[src/rtl/load_store_unit_pkg.sv]
// Shared encodings for the load/store unit: funct3 access codes, fault causes,
// FSM states and the op-classification helper used at accept time.
package load_store_unit_pkg;

  localparam int LSU_XLEN = 32;

  localparam logic [2:0] F3_B  = 3'b000;
  localparam logic [2:0] F3_H  = 3'b001;
  localparam logic [2:0] F3_W  = 3'b010;
  localparam logic [2:0] F3_BU = 3'b100;
  localparam logic [2:0] F3_HU = 3'b101;

  typedef enum logic [1:0] {
    ST_IDLE = 2'd0,
    ST_REQ  = 2'd1,
    ST_RESP = 2'd2
  } lsu_state_e;

  typedef enum logic [1:0] {
    CAUSE_NONE     = 2'b00,
    CAUSE_MISALIGN = 2'b01,
    CAUSE_ILLEGAL  = 2'b10,
    CAUSE_TIMEOUT  = 2'b11
  } fault_cause_e;

  // Illegal encodings take priority; alignment is only judged for legal ops.
  function automatic fault_cause_e classify(input logic       is_load,
                                            input logic       is_store,
                                            input logic [2:0] funct3,
                                            input logic [1:0] lo);
    logic illegal;
    logic misaligned;
    illegal = (funct3 == 3'b011) || (funct3 == 3'b110) || (funct3 == 3'b111) ||
              (is_store && funct3[2]) || (is_load == is_store);
    misaligned = ((funct3[1:0] == 2'b01) && lo[0]) ||
                 ((funct3[1:0] == 2'b10) && (lo != 2'b00));
    if (illegal)         return CAUSE_ILLEGAL;
    else if (misaligned) return CAUSE_MISALIGN;
    else                 return CAUSE_NONE;
  endfunction

endpackage

[src/rtl/load_store_unit_if.sv]
// Data-memory req/ack bus between the LSU (master) and the memory (slave).
interface load_store_unit_if #(
  parameter int XLEN = 32
) ();
  logic            mem_req;
  logic            mem_we;
  logic [XLEN-1:0] mem_addr;
  logic [XLEN-1:0] mem_wdata;
  logic [3:0]      mem_wstrb;
  logic            mem_ack;
  logic [XLEN-1:0] mem_rdata;

  modport master (
    output mem_req, mem_we, mem_addr, mem_wdata, mem_wstrb,
    input  mem_ack, mem_rdata
  );

  modport slave (
    input  mem_req, mem_we, mem_addr, mem_wdata, mem_wstrb,
    output mem_ack, mem_rdata
  );
endinterface

[src/rtl/load_store_unit_align.sv]
// Combinational lane logic: store byte/half replication with byte strobes,
// and load byte/half/word extraction with sign or zero extension.
module load_store_unit_align
  import load_store_unit_pkg::*;
(
  input  logic [2:0]  st_funct3_i,
  input  logic [1:0]  st_lo_i,
  input  logic [31:0] st_data_i,
  output logic [31:0] st_wdata_o,
  output logic [3:0]  st_wstrb_o,
  input  logic [2:0]  ld_funct3_i,
  input  logic [1:0]  ld_lo_i,
  input  logic [31:0] ld_rdata_i,
  output logic [31:0] ld_value_o
);

  logic [31:0] shifted;

  // Store steering: replicate the datum across all lanes and enable only the addressed ones.
  always_comb begin
    st_wdata_o = st_data_i;
    st_wstrb_o = 4'b1111;
    case (st_funct3_i[1:0])
      2'b00: begin
        st_wdata_o = {4{st_data_i[7:0]}};
        st_wstrb_o = 4'b0001 << st_lo_i;
      end
      2'b01: begin
        st_wdata_o = {2{st_data_i[15:0]}};
        st_wstrb_o = 4'b0011 << st_lo_i;
      end
      default: begin
        st_wdata_o = st_data_i;
        st_wstrb_o = 4'b1111;
      end
    endcase
  end

  // Load extraction: bring the addressed lane down to bit 0, then extend.
  always_comb begin
    shifted    = ld_rdata_i >> {ld_lo_i, 3'b000};
    ld_value_o = shifted;
    case (ld_funct3_i)
      F3_B:    ld_value_o = {{24{shifted[7]}}, shifted[7:0]};
      F3_BU:   ld_value_o = {24'b0, shifted[7:0]};
      F3_H:    ld_value_o = {{16{shifted[15]}}, shifted[15:0]};
      F3_HU:   ld_value_o = {16'b0, shifted[15:0]};
      default: ld_value_o = shifted;
    endcase
  end

endmodule

[src/rtl/load_store_unit.sv]
// Memory stage: accepts one load/store from EX, runs a single req/ack bus
// transaction (or faults without one), and retires it with a one-cycle
// done/writeback/fault pulse. FSM: IDLE -> REQ -> RESP -> IDLE.
module load_store_unit
  import load_store_unit_pkg::*;
#(
  parameter int XLEN        = LSU_XLEN,
  parameter int ACK_TIMEOUT = 16
) (
  input  logic             i_clk,
  input  logic             i_rst_n,
  input  logic             i_valid,
  output logic             o_ready,
  input  logic             i_flush,
  input  logic             i_is_load,
  input  logic             i_is_store,
  input  logic [2:0]       i_funct3,
  input  logic [XLEN-1:0]  i_addr,
  input  logic [XLEN-1:0]  i_store_data,
  input  logic [4:0]       i_rd,
  load_store_unit_if.master mem,
  output logic             o_wb_valid,
  output logic [4:0]       o_wb_rd,
  output logic [XLEN-1:0]  o_wb_data,
  output logic             o_done,
  output logic             o_fault,
  output logic [1:0]       o_fault_cause
);

  localparam int CNT_W = (ACK_TIMEOUT > 2) ? $clog2(ACK_TIMEOUT) : 1;

  lsu_state_e   state_q, state_d;
  logic [CNT_W-1:0] cnt_q, cnt_d;
  logic         killed_q, killed_d;
  fault_cause_e cause_q, cause_d;

  logic            is_load_q;
  logic [2:0]      funct3_q;
  logic [1:0]      lo_q;
  logic [XLEN-1:0] addr_q;
  logic [XLEN-1:0] wdata_q;
  logic [3:0]      wstrb_q;
  logic [4:0]      rd_q;
  logic [XLEN-1:0] ldata_q;

  logic            accept;
  logic            ack_hit;
  logic            at_limit;
  fault_cause_e    new_cause;
  logic [XLEN-1:0] st_wdata;
  logic [3:0]      st_wstrb;
  logic [XLEN-1:0] ld_value;
  logic            in_req;
  logic            in_resp;
  logic            fault_vis;

  assign accept    = i_valid && (state_q == ST_IDLE) && !i_flush;
  assign ack_hit   = (state_q == ST_REQ) && mem.mem_ack;
  assign at_limit  = (cnt_q == CNT_W'(ACK_TIMEOUT - 1));
  assign new_cause = classify(i_is_load, i_is_store, i_funct3, i_addr[1:0]);

  load_store_unit_align u_align (
    .st_funct3_i (i_funct3),
    .st_lo_i     (i_addr[1:0]),
    .st_data_i   (i_store_data),
    .st_wdata_o  (st_wdata),
    .st_wstrb_o  (st_wstrb),
    .ld_funct3_i (funct3_q),
    .ld_lo_i     (lo_q),
    .ld_rdata_i  (mem.mem_rdata),
    .ld_value_o  (ld_value)
  );

  // Control state: FSM, timeout counter, kill flag and fault cause.
  always_ff @(posedge i_clk or negedge i_rst_n) begin
    if (!i_rst_n) begin
      state_q  <= ST_IDLE;
      cnt_q    <= '0;
      killed_q <= 1'b0;
      cause_q  <= CAUSE_NONE;
    end else begin
      state_q  <= state_d;
      cnt_q    <= cnt_d;
      killed_q <= killed_d;
      cause_q  <= cause_d;
    end
  end

  // Next-state logic; faulting ops skip REQ, an ack on the limit cycle beats the timeout.
  always_comb begin
    state_d  = state_q;
    cnt_d    = cnt_q;
    killed_d = killed_q;
    cause_d  = cause_q;
    case (state_q)
      ST_IDLE: begin
        if (accept) begin
          cnt_d    = '0;
          killed_d = 1'b0;
          cause_d  = new_cause;
          state_d  = (new_cause == CAUSE_NONE) ? ST_REQ : ST_RESP;
        end
      end
      ST_REQ: begin
        killed_d = killed_q || i_flush;
        if (mem.mem_ack) begin
          state_d = ST_RESP;
        end else if (at_limit) begin
          state_d = ST_RESP;
          cause_d = CAUSE_TIMEOUT;
        end else begin
          cnt_d = cnt_q + 1'b1;
        end
      end
      ST_RESP: state_d = ST_IDLE;
      default: state_d = ST_IDLE;
    endcase
  end

  // Operand capture at accept and load-data capture at the ack edge (datapath, no reset).
  always_ff @(posedge i_clk) begin
    if (accept) begin
      is_load_q <= i_is_load;
      funct3_q  <= i_funct3;
      lo_q      <= i_addr[1:0];
      addr_q    <= {i_addr[XLEN-1:2], 2'b00};
      wdata_q   <= st_wdata;
      wstrb_q   <= st_wstrb;
      rd_q      <= i_rd;
      ldata_q   <= '0;
    end else if (ack_hit && is_load_q) begin
      ldata_q   <= ld_value;
    end
  end

  assign in_req    = (state_q == ST_REQ);
  assign in_resp   = (state_q == ST_RESP);
  assign fault_vis = in_resp && (cause_q != CAUSE_NONE) && !killed_q;

  assign o_ready       = (state_q == ST_IDLE);
  assign mem.mem_req   = in_req;
  assign mem.mem_we    = in_req && !is_load_q;
  assign mem.mem_addr  = in_req ? addr_q : '0;
  assign mem.mem_wdata = (in_req && !is_load_q) ? wdata_q : '0;
  assign mem.mem_wstrb = (in_req && !is_load_q) ? wstrb_q : 4'b0000;

  assign o_done        = in_resp;
  assign o_fault       = fault_vis;
  assign o_fault_cause = fault_vis ? cause_q : CAUSE_NONE;
  assign o_wb_valid    = in_resp && is_load_q && (rd_q != 5'd0) && !killed_q &&
                         (cause_q == CAUSE_NONE);
  assign o_wb_rd       = o_wb_valid ? rd_q : 5'd0;
  assign o_wb_data     = (in_resp && is_load_q && (cause_q == CAUSE_NONE)) ? ldata_q : '0;

endmodule
[src/flat_wrapper.sv]
// flat-port wrapper written by rule: the top's interface ports become plain ports
module load_store_unit_flat import load_store_unit_pkg::*;
#(
  parameter int XLEN        = LSU_XLEN,
  parameter int ACK_TIMEOUT = 16
)
  (i_clk, i_rst_n, i_valid, o_ready, i_flush, i_is_load, i_is_store, i_funct3, i_addr, i_store_data, i_rd, o_wb_valid, o_wb_rd, o_wb_data, o_done, o_fault, o_fault_cause, mem_mem_req, mem_mem_we, mem_mem_addr, mem_mem_wdata, mem_mem_wstrb, mem_mem_ack, mem_mem_rdata);
  load_store_unit_if #(.XLEN(XLEN)) mem_i ();
  input  logic i_clk;
  input  logic i_rst_n;
  input  logic i_valid;
  output logic o_ready;
  input  logic i_flush;
  input  logic i_is_load;
  input  logic i_is_store;
  input  logic [2:0] i_funct3;
  input  logic [XLEN-1:0] i_addr;
  input  logic [XLEN-1:0] i_store_data;
  input  logic [4:0] i_rd;
  output logic o_wb_valid;
  output logic [4:0] o_wb_rd;
  output logic [XLEN-1:0] o_wb_data;
  output logic o_done;
  output logic o_fault;
  output logic [1:0] o_fault_cause;
  output wire logic [$bits(mem_i.mem_req)-1:0] mem_mem_req;
  output wire logic [$bits(mem_i.mem_we)-1:0] mem_mem_we;
  output wire logic [$bits(mem_i.mem_addr)-1:0] mem_mem_addr;
  output wire logic [$bits(mem_i.mem_wdata)-1:0] mem_mem_wdata;
  output wire logic [$bits(mem_i.mem_wstrb)-1:0] mem_mem_wstrb;
  input wire logic [$bits(mem_i.mem_ack)-1:0] mem_mem_ack;
  input wire logic [$bits(mem_i.mem_rdata)-1:0] mem_mem_rdata;
  assign mem_mem_req = mem_i.mem_req;
  assign mem_mem_we = mem_i.mem_we;
  assign mem_mem_addr = mem_i.mem_addr;
  assign mem_mem_wdata = mem_i.mem_wdata;
  assign mem_mem_wstrb = mem_i.mem_wstrb;
  assign mem_i.mem_ack = mem_mem_ack;
  assign mem_i.mem_rdata = mem_mem_rdata;
  load_store_unit #(.XLEN(XLEN), .ACK_TIMEOUT(ACK_TIMEOUT)) u_core (.i_clk(i_clk), .i_rst_n(i_rst_n), .i_valid(i_valid), .o_ready(o_ready), .i_flush(i_flush), .i_is_load(i_is_load), .i_is_store(i_is_store), .i_funct3(i_funct3), .i_addr(i_addr), .i_store_data(i_store_data), .i_rd(i_rd), .mem(mem_i), .o_wb_valid(o_wb_valid), .o_wb_rd(o_wb_rd), .o_wb_data(o_wb_data), .o_done(o_done), .o_fault(o_fault), .o_fault_cause(o_fault_cause));
endmodule
[config.mk]
export PLATFORM = sky130hd
export DESIGN_NAME = load_store_unit_flat
export DESIGN_NICKNAME = d
export VERILOG_FILES = /design/src/rtl/load_store_unit_pkg.sv /design/src/rtl/load_store_unit_if.sv /design/src/rtl/load_store_unit_align.sv /design/src/rtl/load_store_unit.sv /design/src/flat_wrapper.sv
export SDC_FILE = /design/constraint.sdc
export NUM_CORES = 1
export LEC_CHECK = 0
export CORE_UTILIZATION = 35
export CTS_CLUSTER_SIZE = 25
export DETAILED_ROUTE_END_ITERATION = 7
export PLACE_DENSITY = 0.69
export SYNTH_ARGS = -nofsm -noshare
export SYNTH_HDL_FRONTEND = slang
export SYNTH_SLANG_ARGS = --single-unit
[constraint.sdc]
create_clock -name i_clk -period 3.1 [get_ports i_clk]
set_clock_uncertainty 0.05 [all_clocks]
set_input_delay 0.775 -clock i_clk [delete_from_list [all_inputs] [get_ports i_clk]]
set_output_delay 0.775 -clock i_clk [all_outputs]
set_load 0.05 [all_outputs]
==> impl_metrics.prom, run 1 <==
# TYPE chip_impl_metric gauge
chip_impl_metric{name="async_reset_ff_share",unit="%"} 7.63
chip_impl_info{name="slowest_stage",value="sky130_fd_sc_hd__clkdlybuf4s50_1"} 1
chip_impl_metric{name="cts_hold_buffers",unit=""} 0
chip_impl_metric{name="mappedNetlistArea",unit="mm²"} 0.00573
chip_impl_metric{name="max-cap-violations",unit=""} 0
chip_impl_metric{name="relSlewSlack",unit="%"} 36.3
chip_impl_metric{name="clkPwrFrac",unit="%"} 43.5
chip_impl_metric{name="netSwitchingFraction",unit="%"} 23.1
chip_impl_metric{name="dieArea",unit="mm²"} 0.0169
chip_impl_info{name="critical_path_class",value="reg2out"} 1
chip_impl_metric{name="place_congestion",unit=""} 0.870
chip_impl_metric{name="synth_edf_count",unit=""} 77
chip_impl_metric{name="max_stage_delay",unit="ns"} 0.81
chip_impl_info{name="worstHoldStart",value="u_core.ldata_q[1]"} 1
chip_impl_metric{name="grt_start_max_net_pins",unit=""} 70
chip_impl_info{name="rr_endpoint",value="u_core.ldata_q[28]"} 1
chip_impl_metric{name="sinks_on_the_clock_net",unit=""} 118
chip_impl_metric{name="yosys-mux-area-fraction",unit="%"} 9.76
chip_impl_metric{name="fp-row-count",unit=""} 46
chip_impl_metric{name="flop2flop_setup_slack",unit="ns"} 0.86
chip_impl_metric{name="synth-xor-area-share",unit="%"} 0.459
chip_impl_metric{name="die_height",unit="µm"} 130
chip_impl_info{name="ys.flop_type",value="sky130_fd_sc_hd__edfxtp_1"} 1
chip_impl_metric{name="place_ws",unit="ns"} 0.340
chip_impl_metric{name="source_to_sink_clock_delay_at_the_later_pin_of_the_worst_skew_pair",unit="ns"} 0.40
chip_impl_metric{name="power_per_cell_area",unit="mW/mm²"} 467
chip_impl_metric{name="setup_viol_count_final",unit=""} 0
chip_impl_metric{name="final_hold_viol_count",unit=""} 0
chip_impl_metric{name="cts_inserted_buffers",unit=""} 17
chip_impl_metric{name="fin_crit",unit="ns"} 2.98
chip_impl_metric{name="synth.ff_latch_count",unit=""} 118
chip_impl_metric{name="number_of_antenna_violations_at_the_first_check_in_global_routing",unit=""} 0
chip_impl_info{name="synth_top_family_by_area",value="simple AND/OR/NAND/NOR gates"} 1
chip_impl_metric{name="fin_ws",unit="ns"} 0.121
chip_impl_info{name="cts_tree",value="done"} 1
chip_impl_metric{name="wl",unit="mm"} 15.6
chip_impl_metric{name="core_box_area",unit="mm²"} 0.0159
chip_impl_metric{name="max-clock-path-buffers",unit=""} 2
chip_impl_metric{name="comb_power_share",unit="%"} 13.2
chip_impl_metric{name="timing.reg2reg.worst_path_depth",unit=""} 4
chip_impl_metric{name="route.detailed.vias_per_inst",unit=""} 4.78
chip_impl_metric{name="drt-initial-drc-count",unit=""} 227
chip_impl_metric{name="layout-area-overhead-vs-synth",unit="%"} 57.1
chip_impl_info{name="synth_area_leaders",value="sky130_fd_sc_hd__edfxtp_1 40%, sky130_fd_sc_hd__and2_1 12%, sky130_fd_sc_hd__dfxtp_1 11%, sky130_fd_sc_hd__mux2_2 6.1%, sky130_fd_sc_hd__o21ai_0 4.1%"} 1
chip_impl_metric{name="share_seq_of_total_power",unit="%"} 43.3
chip_impl_metric{name="dp.final_hpwl",unit="mm"} 11.3
chip_impl_metric{name="synth_top_area_share",unit="%"} 40.4
chip_impl_metric{name="timing.hold.worst_path_depth",unit=""} 2
chip_impl_metric{name="number_of_max_slew_violations_in_the_final_report",unit=""} 0
chip_impl_metric{name="fillerInstances",unit=""} 1347
chip_impl_metric{name="drtPass1Iterations",unit=""} 4
chip_impl_metric{name="syn-instance-count",unit=""} 517
chip_impl_metric{name="worst_vdd_ir",unit="V"} 0.000261
chip_impl_info{name="clock_root_buffer",value="sky130_fd_sc_hd__clkbuf_16"} 1
chip_impl_info{name="worstSetupEndpointType",value="primary output"} 1
chip_impl_metric{name="synth_compound_gate_area_share",unit="%"} 11.1
chip_impl_metric{name="synth-adder-area-share",unit="%"} 0.218
chip_impl_metric{name="distinct_cell_type_count_after_synthesis",unit=""} 48
chip_impl_metric{name="simple_gate_portion_of_the_synthesized_area",unit="%"} 19.8
chip_impl_info{name="rsz0062_at_grt",value="no"} 1
chip_impl_metric{name="boundaryPins",unit=""} 224
chip_impl_info{name="timing.critical_path.cells",value="nor2b_2 > nor3b_4 > and2_1 > clkdlybuf4s50_1"} 1
chip_impl_metric{name="fin_crit_share",unit="%"} 96.1
chip_impl_metric{name="overflow",unit=""} 0
chip_impl_metric{name="grt_first_pass_wirelength",unit="mm"} 23.9
chip_impl_info{name="timing.hold.worst.class",value="reg2reg"} 1
chip_impl_metric{name="drive_above_1_share",unit="%"} 22.1
chip_impl_metric{name="portBuffers",unit=""} 221
chip_impl_metric{name="crit_path_max_fo",unit=""} 5
chip_impl_info{name="origin_of_the_critical_flop_to_flop_path",value="u_core.lo_q[1]"} 1
chip_impl_metric{name="ys_warn_count",unit=""} 0
chip_impl_info{name="status",value="finished, final reports clean"} 1
chip_impl_metric{name="post_cts.resized_instances",unit=""} 32
chip_impl_metric{name="internal_power",unit="W"} 0.00323
chip_impl_metric{name="grt_pass1_vias",unit=""} 4588
chip_impl_metric{name="final.setup.tns",unit="ns"} 0
chip_impl_info{name="cell_class_contributing_the_biggest_share_of_worst_path_delay",value="buffers and inverters"} 1
chip_impl_metric{name="static-leakage-power",unit="nW"} 3.62
chip_impl_metric{name="final_antenna_net_count",unit=""} 0
chip_impl_metric{name="timing.critical_path.buf_inv",unit=""} 1
chip_impl_metric{name="overall_track_demand_over_capacity_in_global_routing",unit="%"} 18.8
chip_impl_metric{name="worst_slew_pin_slew",unit="ns"} 0.956
chip_impl_metric{name="netSwitchingPower",unit="W"} 0.000973
chip_impl_metric{name="critical_path_arrival",unit="ns"} 2.15
chip_impl_metric{name="initial_core_util",unit="%"} 35.9
chip_impl_metric{name="num-nets-final",unit=""} 850
chip_impl_info{name="synth_top_area_cell",value="sky130_fd_sc_hd__edfxtp_1"} 1
chip_impl_metric{name="die_w",unit="µm"} 130
chip_impl_metric{name="detail_route.wl_per_cell",unit="µm"} 16.1
chip_impl_metric{name="worst_setup_hold_path_clk_slew",unit="ns"} 0.05
chip_impl_metric{name="fmax",unit="MHz"} 336
chip_impl_metric{name="antenna_cells",unit=""} 0
chip_impl_info{name="start_kind",value="register"} 1
chip_impl_info{name="hold_end",value="u_core.ldata_q[1]"} 1
chip_impl_metric{name="total_number_of_vias",unit=""} 4626
chip_impl_metric{name="synth.avg_cell_area",unit="µm²"} 11.1
chip_impl_metric{name="synth-seq-area-share",unit="%"} 55.5
chip_impl_metric{name="drc_errors",unit=""} 0
chip_impl_metric{name="htree_levels",unit=""} 4
chip_impl_metric{name="cts_post_setup_buffers_inserted",unit=""} 0
chip_impl_metric{name="multi_input_gate_area_in_the_final_layout",unit="mm²"} 0.00239
chip_impl_metric{name="worst_ep_required_time",unit="ns"} 2.27
chip_impl_metric{name="regArea",unit="mm²"} 0.00318
layout make-up:
class / instances / area share, %
Multi-Input combinational cell: 364 / 26.6
Clock buffer: 28 / 5.63
Timing Repair Buffer: 234 / 28.8
Inverter: 3 / 0.139
Clock inverter: 4 / 0.514
Sequential cell: 118 / 35.3
Tap cell: 216 / 3.00
metal layers:
layer | GRT usage (%) | vias up | share of wire, %
met3 | 6.77 | 15 | 9.3
met5 | 0 | - | 0
li1 | - | 2244 | -
met2 | 30.8 | 196 | 48
met4 | 7.32 | 0 | 1.5
met1 | 22.5 | 2171 | 41
Yosys cell counts, drive strengths merged (2+ instances only):
master and n:
nand2 48, clkbuf 16, o21a 2, nor2b 5, dfrtp 9, inv 3
xor2 2, o21ai 47, mux2 31, a21oi 37, and3 3, dfxtp 32
and2b 2, nor2 17, o211ai 7, nand2b 4, edfxtp 77, o21bai 2
buf 17, nand3 6, nor3b 2, mux2i 21, and2 112
worst max path at each step:
stage,end,slack (ns),startpoint,cells after the start
2_1_floorplan,u_core.addr_q[10],0.02,u_core.state_q[0],5
3_3_place_gp,mem_mem_wdata[14],0.41,u_core.state_q[1],5
3_5_place_dp,mem_mem_wdata[23],0.34,u_core.state_q[1],5
4_1_cts,mem_mem_we,0.04,u_core.state_q[1],4
5_1_grt,o_fault_cause[1],0.002,u_core.state_q[1],4
6_report,o_fault_cause[1],0.12,u_core.state_q[1],4
stage by stage:
stage	util, %	area (µm²)	cells	total power [W]	hold slack [ns]
finish	56.4	9000	967	0.00420	0.399
global route	56.4	9000	967	0.00438	0.420
CTS	56.4	9000	967	0.00426	0.400
detailed placement	53.2	8480	935	0.00241	0.393
global placement	53.2	8480	935	0.00240	0.393
floorplan	-	5750	518	0.00213	0.382
layout by cell type, fill, tap and decap left out, drive strengths merged, types with 2 or more instances in the layout:
| cell | n |
|---|---|
| conb | 2 |
| and2b | 2 |
| nand2b | 4 |
| inv | 3 |
| xor2 | 2 |
| mux2i | 21 |
| nand2 | 48 |
| o21ai | 47 |
| o21a | 2 |
| o211ai | 7 |
| clkdlybuf4s50 | 116 |
| dfrtp | 9 |
| and3 | 3 |
| dfxtp | 32 |
| and2 | 112 |
| nand3 | 6 |
| dlygate4sd2 | 32 |
| a21oi | 37 |
| nor2b | 5 |
| clkbuf | 28 |
| edfxtp | 77 |
| nor2 | 17 |
| nor3b | 2 |
| mux2 | 31 |
| clkinv | 3 |
| buf | 85 |
| o21bai | 2 |
worst min-delay path, stage by stage (launching register included):
cell,delay (ns)
sky130_fd_sc_hd__dfxtp_1,0.30
sky130_fd_sc_hd__nand2_1,0.05
sky130_fd_sc_hd__a21oi_1,0.05
state kept, by name, summed over array words and instances, names as in the netlist:
name              count
u_core.is_load_q      1
u_core.wdata_q       32
u_core.addr_q        30
u_core.cause_q        2
u_core.funct3_q       3
u_core.ldata_q       32
u_core.wstrb_q        4
u_core.rd_q           5
u_core.cnt_q          4
u_core.lo_q           2
u_core.killed_q       1
u_core.state_q        2
logic make-up after synthesis:
group                    count (synthesis)
AO/OA/AOI/OAI                          103
XOR/XNOR                                 3
adder cells (fa/ha/maj)                  1
buffers and inverters                   36
flip-flops                             118
multiplexers                            52
other                                    1
AND/OR/NAND/NOR                        203
power groups by stage:
stage	Sequential, W	Combinational, W	Clock [W]
floorplan	0.00183	0.000300	0
global placement	0.00185	0.000551	0
detailed placement	0.00185	0.000562	0
CTS	0.00182	0.000560	0.00188
global route	0.00183	0.000595	0.00195
finish	0.00182	0.000555	0.00183
Power figures use the tool's default switching activity.
==> inputs of run 2 (changes only) <==
GPL_ROUTABILITY_DRIVEN = 0   (was default)
==> results of run 2 <==
Same layout as run 1: the final DEF is identical, and so are final timing and power.
==> inputs of run 3 (changes only) <==
CORE_ASPECT_RATIO = 1.2   (was default)
==> run 3 against run 2 <==
Final area about the same. Sequential cell count unchanged. Setup slack improved by 0.012 ns. Utilization increased by 0.47 points. Critical path depth decreased by 1. Clock power increased by 8%. Hold slack about the same. Count of clock-buffer cells in the layout decreased by 10. Non-clock buffer count decreased by 1.
==> impl_metrics.prom, run 3 (synthesized netlist as in run 1, its figures left out) <==
# TYPE chip_impl_metric gauge
chip_impl_metric{name="met3_wirelength",unit="mm"} 1.47
chip_impl_metric{name="overall_track_demand_over_capacity_in_global_routing",unit="%"} 19.0
chip_impl_info{name="worstSetupEndpointType",value="primary output"} 1
chip_impl_info{name="route.top_layer_used",value="met4"} 1
chip_impl_metric{name="drtPass1Iterations",unit=""} 4
chip_impl_metric{name="setup_viol_count_final",unit=""} 0
chip_impl_metric{name="drc_errors",unit=""} 0
chip_impl_metric{name="static-leakage-power",unit="nW"} 3.62
chip_impl_metric{name="max-cap-violations",unit=""} 0
chip_impl_metric{name="final_antenna_net_count",unit=""} 0
chip_impl_metric{name="antenna_cells",unit=""} 0
chip_impl_metric{name="dieArea",unit="mm²"} 0.0169
chip_impl_metric{name="die_w",unit="µm"} 119
chip_impl_metric{name="fin_crit_share",unit="%"} 95.7
chip_impl_metric{name="placed_standard_cell_area",unit="mm²"} 0.00846
chip_impl_metric{name="stdcell_area",unit="mm²"} 0.00901
chip_impl_metric{name="dp.final_hpwl",unit="mm"} 11.8
chip_impl_info{name="status",value="finished, final reports clean"} 1
chip_impl_info{name="worstHoldStart",value="u_core.ldata_q[0]"} 1
chip_impl_info{name="clock_root_buffer",value="sky130_fd_sc_hd__clkbuf_16"} 1
chip_impl_metric{name="grt_start_max_net_pins",unit=""} 56
chip_impl_metric{name="worst_vdd_ir",unit="V"} 0.000292
chip_impl_metric{name="total_number_of_vias",unit=""} 4701
chip_impl_metric{name="flop2flop_setup_slack",unit="ns"} 0.85
chip_impl_metric{name="detail_route.wl_per_cell",unit="µm"} 16.9
chip_impl_info{name="cts_tree",value="done"} 1
chip_impl_metric{name="drive_above_1_share",unit="%"} 22.8
chip_impl_metric{name="timing.reg2reg.worst_path_depth",unit=""} 4
chip_impl_metric{name="source_to_sink_clock_delay_at_the_later_pin_of_the_worst_skew_pair",unit="ns"} 0.40
chip_impl_metric{name="cts_post_setup_buffers_inserted",unit=""} 0
chip_impl_metric{name="wl",unit="mm"} 16.2
chip_impl_metric{name="core_box_area",unit="mm²"} 0.0158
chip_impl_metric{name="final.setup.tns",unit="ns"} 0
chip_impl_metric{name="grt_pass1_vias",unit=""} 4748
chip_impl_info{name="start_kind",value="register"} 1
chip_impl_info{name="rr_endpoint",value="u_core.ldata_q[28]"} 1
chip_impl_metric{name="layout-area-overhead-vs-synth",unit="%"} 57.3
chip_impl_metric{name="overflow",unit=""} 0
chip_impl_info{name="critical_path_class",value="reg2out"} 1
chip_impl_metric{name="number_of_max_slew_violations_in_the_final_report",unit=""} 0
chip_impl_info{name="layout_common_cells",value="114 x sky130_fd_sc_hd__clkdlybuf4s50_1, 112 x sky130_fd_sc_hd__and2_1, 77 x sky130_fd_sc_hd__edfxtp_1"} 1
chip_impl_metric{name="htree_levels",unit=""} 4
chip_impl_info{name="critPathLaunch",value="u_core.state_q[1]"} 1
chip_impl_metric{name="number_of_antenna_violations_at_the_first_check_in_global_routing",unit=""} 0
chip_impl_metric{name="fp-row-count",unit=""} 50
chip_impl_metric{name="worst_slew_pin_slew",unit="ns"} 0.916
chip_impl_metric{name="drt-initial-drc-count",unit=""} 461
chip_impl_metric{name="max-clock-path-buffers",unit=""} 2
chip_impl_metric{name="fin_crit",unit="ns"} 2.97
chip_impl_info{name="timing.hold.worst.class",value="reg2reg"} 1
chip_impl_metric{name="fmax",unit="MHz"} 337
chip_impl_metric{name="power_per_cell_area",unit="mW/mm²"} 482
chip_impl_metric{name="cts_inserted_buffers",unit=""} 17
chip_impl_metric{name="final_hold_viol_count",unit=""} 0
chip_impl_metric{name="timing.hold.worst_path_depth",unit=""} 2
chip_impl_metric{name="critical_path_arrival",unit="ns"} 2.14
chip_impl_metric{name="portBuffers",unit=""} 221
chip_impl_metric{name="crit_path_max_fo",unit=""} 5
chip_impl_metric{name="num-nets-final",unit=""} 849
chip_impl_info{name="hold_end",value="u_core.ldata_q[0]"} 1
chip_impl_metric{name="initial_core_util",unit="%"} 36.2
chip_impl_metric{name="worst_setup_hold_path_clk_slew",unit="ns"} 0.06
chip_impl_metric{name="boundaryPins",unit=""} 224
chip_impl_info{name="rsz0062_at_grt",value="no"} 1
chip_impl_metric{name="sinks_on_the_clock_net",unit=""} 118
chip_impl_metric{name="die_height",unit="µm"} 142
chip_impl_metric{name="met2RoutedLength",unit="mm"} 8.07
chip_impl_info{name="origin_of_the_critical_flop_to_flop_path",value="u_core.lo_q[1]"} 1
chip_impl_metric{name="route.detailed.vias_per_inst",unit=""} 4.91
chip_impl_info{name="final_common_cell",value="sky130_fd_sc_hd__clkdlybuf4s50_1"} 1
chip_impl_info{name="largestRegisters",value="u_core.ldata_q (32), u_core.wdata_q (32), u_core.addr_q (30)"} 1
chip_impl_metric{name="worst_ep_required_time",unit="ns"} 2.27
chip_impl_metric{name="relSlewSlack",unit="%"} 38.9
chip_impl_metric{name="grt_first_pass_wirelength",unit="mm"} 24.9
chip_impl_metric{name="wl_met1",unit="mm"} 6.40
## run 3: changes by cell type in the layout (fill, tap and decap cells not counted), moves of 2 or more
cell	delta
sky130_fd_sc_hd__clkbuf_8	-4
sky130_fd_sc_hd__clkbuf_1	-6
sky130_fd_sc_hd__buf_4	+2
sky130_fd_sc_hd__clkinvlp_4	+3
sky130_fd_sc_hd__inv_6	+2
sky130_fd_sc_hd__clkdlybuf4s50_1	-2
sky130_fd_sc_hd__bufinv_16	+2
sky130_fd_sc_hd__clkinv_1	+2
## run 3: routing by layer
layer / vias up / track usage (%)
met2: 230 / 33.2
met3: 20 / 6.81
li1: 2237 / -
met1: 2214 / 21.6
met4: 0 / 5.73
met5: - / 0
## run 3: worst max-delay path by stage
stage,end,slack (ns)
after global routing,o_fault,0.03
after global placement,mem_mem_wstrb[2],0.40
after floorplan,u_core.addr_q[10],0.02
after detailed placement,mem_mem_wdata[10],0.34
after CTS,mem_mem_we,0.02
final,o_fault,0.13
## run 3: where the power goes
group          internal (W)  switching, W  leakage (nW)  total (W)
Sequential          0.00178     0.0000419          1.09    0.00182
Combinational      0.000264      0.000295          2.25   0.000558
Clock               0.00126      0.000712         0.278    0.00197
## run 3: per-stage QoR
step           worst slack, ns  cells  total power [W]  hold WS, ns  utilization [%]
2_1_floorplan           0.0167    518          0.00213        0.382                -
6_report                 0.132    957          0.00435        0.399             56.9
3_3_place_gp             0.404    926          0.00240        0.395             53.4
4_1_cts                 0.0235    957          0.00438        0.403             56.9
3_5_place_dp             0.340    926          0.00241        0.395             53.4
5_1_grt                 0.0339    957          0.00449        0.437             56.9
## run 3: layout make-up
type	instances	area, µm²
tap	208	260
clock buffer	18	429
multi-input combinational	364	2390
sequential	118	3180
fill	1330	6820
inverter	3	12.5
clock inverter	13	156
timing repair buffer	233	2580
## run 3: critical path: stages (launching register included)
cell	delay [ns]
sky130_fd_sc_hd__dfrtp_1	0.41
sky130_fd_sc_hd__nor2b_2	0.22
sky130_fd_sc_hd__nor3b_4	0.27
sky130_fd_sc_hd__clkdlybuf4s50_1	0.84
## run 3: what timing repair did
| item | CTS | global route |
|---|---|---|
| gates resized for setup | 31 | 1 |
| endpoints found under the setup margin | 31 | 1 |
| hold buffers | 0 | 0 |
| cloned | 0 | 0 |
